<file path="src/rtl/taktteiler_pkg.sv">
// Shared types and constants for the Taktteiler clock-divider controller.
package taktteiler_pkg;

    typedef enum logic [1:0] {
        ST_IDLE     = 2'd0,
        ST_RUN      = 2'd1,
        ST_STOPPING = 2'd2
    } state_t;

    localparam int unsigned DEF_WIDTH = 10;
    localparam int unsigned MIN_DIV   = 1;

endpackage

</file>
<file path="src/rtl/taktteiler_core.sv">
// Period counter with clear/enable and wrap compare against the active divisor.
module taktteiler_core
    import taktteiler_pkg::*;
#(
    parameter int unsigned WIDTH = DEF_WIDTH
) (
    input  logic             clk,
    input  logic             reset,
    input  logic             clear_i,
    input  logic             enable_i,
    input  logic [WIDTH-1:0] div_i,
    output logic [WIDTH-1:0] count_o,
    output logic [WIDTH-1:0] count_next_o,
    output logic             wrap_o
);

    logic [WIDTH-1:0] count_q, count_d;

    assign wrap_o       = (count_q == (div_i - WIDTH'(1)));
    assign count_o      = count_q;
    assign count_next_o = count_d;

    // Next count: clear wins, otherwise step and fold back to 0 on the last cycle of a period.
    always_comb begin
        count_d = count_q;
        if (clear_i) begin
            count_d = '0;
        end else if (enable_i) begin
            count_d = wrap_o ? '0 : (count_q + WIDTH'(1));
        end
    end

    // Counter register.
    always_ff @(posedge clk or posedge reset) begin
        if (reset) begin
            count_q <= '0;
        end else begin
            count_q <= count_d;
        end
    end

endmodule

</file>
<file path="src/rtl/taktteiler_ctrl.sv">
// Taktteiler controller: run/stop sequencing, divisor handshake with
// period-boundary update, tick and divided-clock generation.
// Optional TAKT_ONESHOT_EN adds a 'oneshot' input that runs a single period.
module taktteiler_ctrl
    import taktteiler_pkg::*;
#(
    parameter int unsigned WIDTH       = DEF_WIDTH,
    parameter int unsigned DEFAULT_DIV = 100
) (
    input  logic             clk,
    input  logic             reset,
    input  logic             start,
    input  logic             stop,
    input  logic             cfg_valid,
    input  logic [WIDTH-1:0] cfg_div,
    output logic             cfg_ready,
    output logic             busy,
    output logic             tick,
    output logic             div_out,
    output logic [WIDTH-1:0] count,
    output logic [WIDTH-1:0] div_active
`ifdef TAKT_ONESHOT_EN
    ,
    input  logic             oneshot
`endif
);

    state_t           state_q, state_d;
    logic [WIDTH-1:0] div_active_q, div_active_d;
    logic [WIDTH-1:0] pend_div_q, pend_div_d;
    logic             pend_valid_q, pend_valid_d;
    logic             cfg_ready_q, cfg_ready_d;
    logic             div_out_q, div_out_d;
    logic             tick_q, tick_d;
    logic             busy_q;

    logic [WIDTH-1:0] count_cur, count_next;
    logic             core_wrap;
    logic             running, wrap_evt, xfer, oneshot_sel, core_clear;
    logic [WIDTH-1:0] cfg_div_c;

    assign running   = (state_q != ST_IDLE);
    assign wrap_evt  = running && core_wrap;
    assign xfer      = cfg_valid && cfg_ready_q;
    assign cfg_div_c = (cfg_div == '0) ? WIDTH'(MIN_DIV) : cfg_div;

`ifdef TAKT_ONESHOT_EN
    assign oneshot_sel = oneshot;
`else
    assign oneshot_sel = 1'b0;
`endif

    // Next-state decode for the FSM, divisor bookkeeping and divided clock.
    always_comb begin
        state_d      = state_q;
        div_active_d = div_active_q;
        pend_div_d   = pend_div_q;
        pend_valid_d = pend_valid_q;
        cfg_ready_d  = cfg_ready_q;
        div_out_d    = div_out_q;

        unique case (state_q)
            ST_IDLE:     if (start && !stop) state_d = oneshot_sel ? ST_STOPPING : ST_RUN;
            ST_RUN:      if (stop) state_d = ST_STOPPING;
            ST_STOPPING: if (wrap_evt) state_d = ST_IDLE;
            default:     state_d = ST_IDLE;
        endcase

        if (!running) begin
            if (xfer) div_active_d = cfg_div_c;
        end else begin
            if (wrap_evt) begin
                div_out_d = ~div_out_q;
                if (pend_valid_q) begin
                    div_active_d = pend_div_q;
                    pend_valid_d = 1'b0;
                    cfg_ready_d  = 1'b1;
                end
            end
            // A divisor accepted on the final wrap of a stop goes straight in,
            // since IDLE never wraps to apply a pending value.
            if (xfer) begin
                if (wrap_evt && (state_d == ST_IDLE)) begin
                    div_active_d = cfg_div_c;
                end else begin
                    pend_div_d   = cfg_div_c;
                    pend_valid_d = 1'b1;
                    cfg_ready_d  = 1'b0;
                end
            end
        end
    end

    assign core_clear = (state_d == ST_IDLE);
    // Tick is registered from the look-ahead count so it lines up with the last count value.
    assign tick_d     = (state_d != ST_IDLE) && (count_next == (div_active_d - WIDTH'(1)));

    // State and output registers.
    always_ff @(posedge clk or posedge reset) begin
        if (reset) begin
            state_q      <= ST_IDLE;
            div_active_q <= WIDTH'(DEFAULT_DIV);
            pend_div_q   <= '0;
            pend_valid_q <= 1'b0;
            cfg_ready_q  <= 1'b1;
            div_out_q    <= 1'b0;
            tick_q       <= 1'b0;
            busy_q       <= 1'b0;
        end else begin
            state_q      <= state_d;
            div_active_q <= div_active_d;
            pend_div_q   <= pend_div_d;
            pend_valid_q <= pend_valid_d;
            cfg_ready_q  <= cfg_ready_d;
            div_out_q    <= div_out_d;
            tick_q       <= tick_d;
            busy_q       <= (state_d != ST_IDLE);
        end
    end

    taktteiler_core #(
        .WIDTH(WIDTH)
    ) u_core (
        .clk         (clk),
        .reset       (reset),
        .clear_i     (core_clear),
        .enable_i    (running),
        .div_i       (div_active_q),
        .count_o     (count_cur),
        .count_next_o(count_next),
        .wrap_o      (core_wrap)
    );

    assign cfg_ready  = cfg_ready_q;
    assign busy       = busy_q;
    assign tick       = tick_q;
    assign div_out    = div_out_q;
    assign count      = count_cur;
    assign div_active = div_active_q;

endmodule

</file>
<file path="config.mk">
export PLATFORM = sky130hd
export DESIGN_NAME = taktteiler_ctrl
export DESIGN_NICKNAME = d
export VERILOG_FILES = /design/src/rtl/taktteiler_pkg.sv /design/src/rtl/taktteiler_core.sv /design/src/rtl/taktteiler_ctrl.sv
export SDC_FILE = /design/constraint.sdc
export NUM_CORES = 1
export LEC_CHECK = 0
export CAP_MARGIN = 15
export CORE_MARGIN = 2
export CORE_UTILIZATION = 45
export CTS_CLUSTER_DIAMETER = 40
export DETAILED_ROUTE_END_ITERATION = 16
export PLACE_DENSITY = 0.8
export SYNTH_ARGS = -nofsm -noshare
export SYNTH_HDL_FRONTEND = slang
export SYNTH_SLANG_ARGS = --single-unit
</file>
<file path="constraint.sdc">
create_clock -name clk -period 3.85 [get_ports clk]
set_clock_uncertainty 0.1 [all_clocks]
set_input_delay 0.77 -clock clk [delete_from_list [all_inputs] [get_ports clk]]
set_output_delay 0.77 -clock clk [all_outputs]
set_load 0.05 [all_outputs]
</file>
==> run metrics <==
max incr delay on CP 410 ps; Crit Reg-Reg Endpoint tick; CTS buffer count 5; R2R Setup Slk -20 ps; pin count of the biggest net entering global routing 23; average size of a mapped cell 9.25 sq um; worst-case clock buffer depth 2; total number of vias 2802; Crit Path Max Fanout 4; Max Clock Freq 258 MHz; top cell type by total area after synthesis dfrtp_1; CP delay by family, top compound AO/OA/AOI/OAI gates; H-tree depth 2; WS Path Type reg2reg; cell depth of the worst setup path 16; Hold-fix buffers, CTS 0; CP max stage cell dfrtp_2; per-cell routed wire length 19.7 um; max_cap viols 0; hold path depth 1; highest metal used met4; Ports 39; EDFF count, synth 0; Pleak 1.58 nW; GPL Wtd Cong 0.958; Worst slew margin 0.560; Buf/Inv on CP 3; sequential share of the synthesized area 0.334; clock slew at reported path FFs 80 ps; crit path launch type flop; worst vdd ir 0.200 mV; final setup fails 1; CP required 3940 ps; mapped cell area 2790 sq um; share of cells above drive strength 1 0.290; Placement Cell Area 3420 sq um; Slew Limit Fails 0; Synth Instances 301; RSZ-0062 raised after global routing true; routed wire length 8820 um; Post-synth ARST share 1.00; vias in the first global route 2664; Die Y 82.7 um; Worst EP arrival 3970 ps; Endpoint, Worst Hold div_out; vias per inst 6.27; worst setup margin -22.2 ps; final hold violations 0; Yosys reg bits 37; first-pass GRT wire length 13500 um; met3 WL 487 um; # DRC 0; final worst path period share 1.01; post-detail-place hpwl 6090 um; DR iter-0 viols 185; share of the synthesized area in the top cell type 0.296; die span in x 82.7 um; pwr dens 347 nW/um^2; clock sinks 37; fin nets 389; die footprint 6830 sq um; Hold Startpoint div_out; number of diodes 0; GR Overflow Total 0; PortBufs 38; Worst-Skew Late Latency 300 ps; First-pass DRT Iterations 5; failing checks setup timing; Most used DFF post-synth dfrtp_1; Net Count, Synth 319; worst reg2reg startpoint div_active[0]; pre-CTS WS -91.8 ps; crit path cell chain inv_2 > ha_4 > or3b_4 > a211oi_2 > nand4_1 > buf_4 > a211o_4 > o21a_1 > o21a_4 > a21oi_2 > ha_4 > inv_1 > xnor3_1 > o311ai_1 > a211oi_2 > nor4bb_2; FF-to-FF path depth 16; Tot Pwr 1.32 mW; worst-margin pin slew 658 ps; core area 5960 sq um; CTS tree done; ANT nets after route 0; worst hold path type reg2reg; status finished with violations; Synth-to-Final Area Change 36.8%; Initial Utilization 0.468; clock tree root driver cell clkbuf_8; WL met2 4230 um; Synth area leaders dfrtp_1 (30%), xnor2_1 (4.4%), dfstp_2 (3.8%); final instance area 3810 sq um; Routed met1 length 3760 um; Worst setup EP type flop; final core utilization 0.640; global-route usage over all layers 0.262; initial antenna violation count 0; library cells used by synthesis 72; num rows 28; Final min period 3870 ps; Ys Warns 0
## placed cells by master, fill, tap and decap left out, types with 3 or more instances in the layout
master	n
buf_4	31
and3_1	6
nor3_1	12
o21a_1	8
clkbuf_8	6
nand3_1	4
xnor2_1	14
a211o_1	4
a21oi_1	8
a211oi_2	5
a211oi_1	3
nor2_1	25
nand2b_1	6
inv_1	16
dfrtp_2	3
clkdlybuf4s50_1	38
nand2_1	16
xor2_1	9
dfrtp_1	30
mux2_2	8
nor2b_1	3
a21o_1	3
nor4_1	4
a31oi_1	5
nand4_1	5
o21ai_0	13
or2_2	4
dfstp_2	4
## stage by stage
| step | std cells | TNS, ps | hold slack (ps) |
|---|---|---|---|
| 2_1_floorplan | 301 | 0 | 380 |
| 3_3_place_gp | 428 | 0 | 363 |
| 3_5_place_dp | 428 | -91.8 | 381 |
| 4_1_cts | 443 | 0 | 396 |
| 5_1_grt | 447 | -118 | 420 |
| 6_report | 447 | -22.2 | 395 |
## cells in the mapped netlist, types with 6 or more instances
| cell type | count |
|---|---|
| a211oi_1 | 6 |
| a21oi_1 | 9 |
| a31oi_1 | 7 |
| and3_1 | 7 |
| dfrtp_1 | 33 |
| inv_1 | 18 |
| mux2_2 | 8 |
| nand2_1 | 16 |
| nand2b_1 | 8 |
| nor2_1 | 25 |
| nor3_1 | 14 |
| o21a_1 | 9 |
| o21ai_0 | 14 |
| xnor2_1 | 14 |
| xor2_1 | 9 |
## report_power, final
| group | switching [mW] | internal (mW) | total [mW] | leakage, nW |
|---|---|---|---|---|
| clock | 0.140 | 0.211 | 0.351 | 0.0585 |
| combinational | 0.308 | 0.217 | 0.525 | 1.05 |
| sequential | 0.0326 | 0.411 | 0.444 | 0.473 |
| total | 0.481 | 0.840 | 1.32 | 1.58 |
## what timing repair did
| item | CTS | global route |
|---|---|---|
| buffers inserted | 6 | 4 |
| endpoints found under the setup margin | 1 | 1 |
| resized for setup | 14 | 23 |
| pin swaps | 8 | 19 |
| hold endpoints to repair | 0 | 0 |
| gates cloned | 1 | 0 |
## metal layers
layer | global-route usage | vias to the layer above
met1 | 0.342 | 1366
met2 | 0.436 | 141
li1 | - | 1262
met3 | 0.0348 | 33
met5 | 0 | -
met4 | 0.111 | 0
## flip-flops by register name, summed over array words and instances (netlist names)
| signal | cells |
|---|---|
| div_active | 10 |
| pend_div_q | 10 |
| busy | 1 |
| tick | 1 |
| cfg_ready | 1 |
| u_core.count_o | 10 |
| pend_valid_q | 1 |
| state_q | 2 |
| div_out | 1 |
## cell type report
class                           count  area, sq um
Clock buffer                        7         86.3
Clock inverter                      1         30.0
Fill cell                         461         2150
Inverter                           18         67.6
Multi-Input combinational cell    237         1930
Sequential cell                    37          935
Tap cell                           75         93.8
Timing Repair Buffer               72          664
## how the worst max path moves through the flow
stage / endpoint / slack, ps / start
2_1_floorplan: tick / 3 / div_active[0]
3_3_place_gp: tick / 1 / cfg_div[4]
3_5_place_dp: tick / -90 / cfg_div[4]
4_1_cts: tick / 2 / div_active[0]
5_1_grt: tick / -120 / div_active[0]
6_report: tick / -20 / div_active[0]
## cell families (layout without fill, tap and decap cells)
kind of cell               count (synthesis)  in the layout  share of synthesized area
buffers and inverters                     28             98                     0.0467
xor gates and xnor gates                  25             25                     0.0863
and+or+nand+nor                          108            108                      0.214
adders and majority gates                  3              3                     0.0135
muxes                                     10             10                     0.0395
DFF                                       37             37                      0.334
AOI/OAI and AO/OA                         90             91                      0.265
Power figures use the tool's default switching activity.
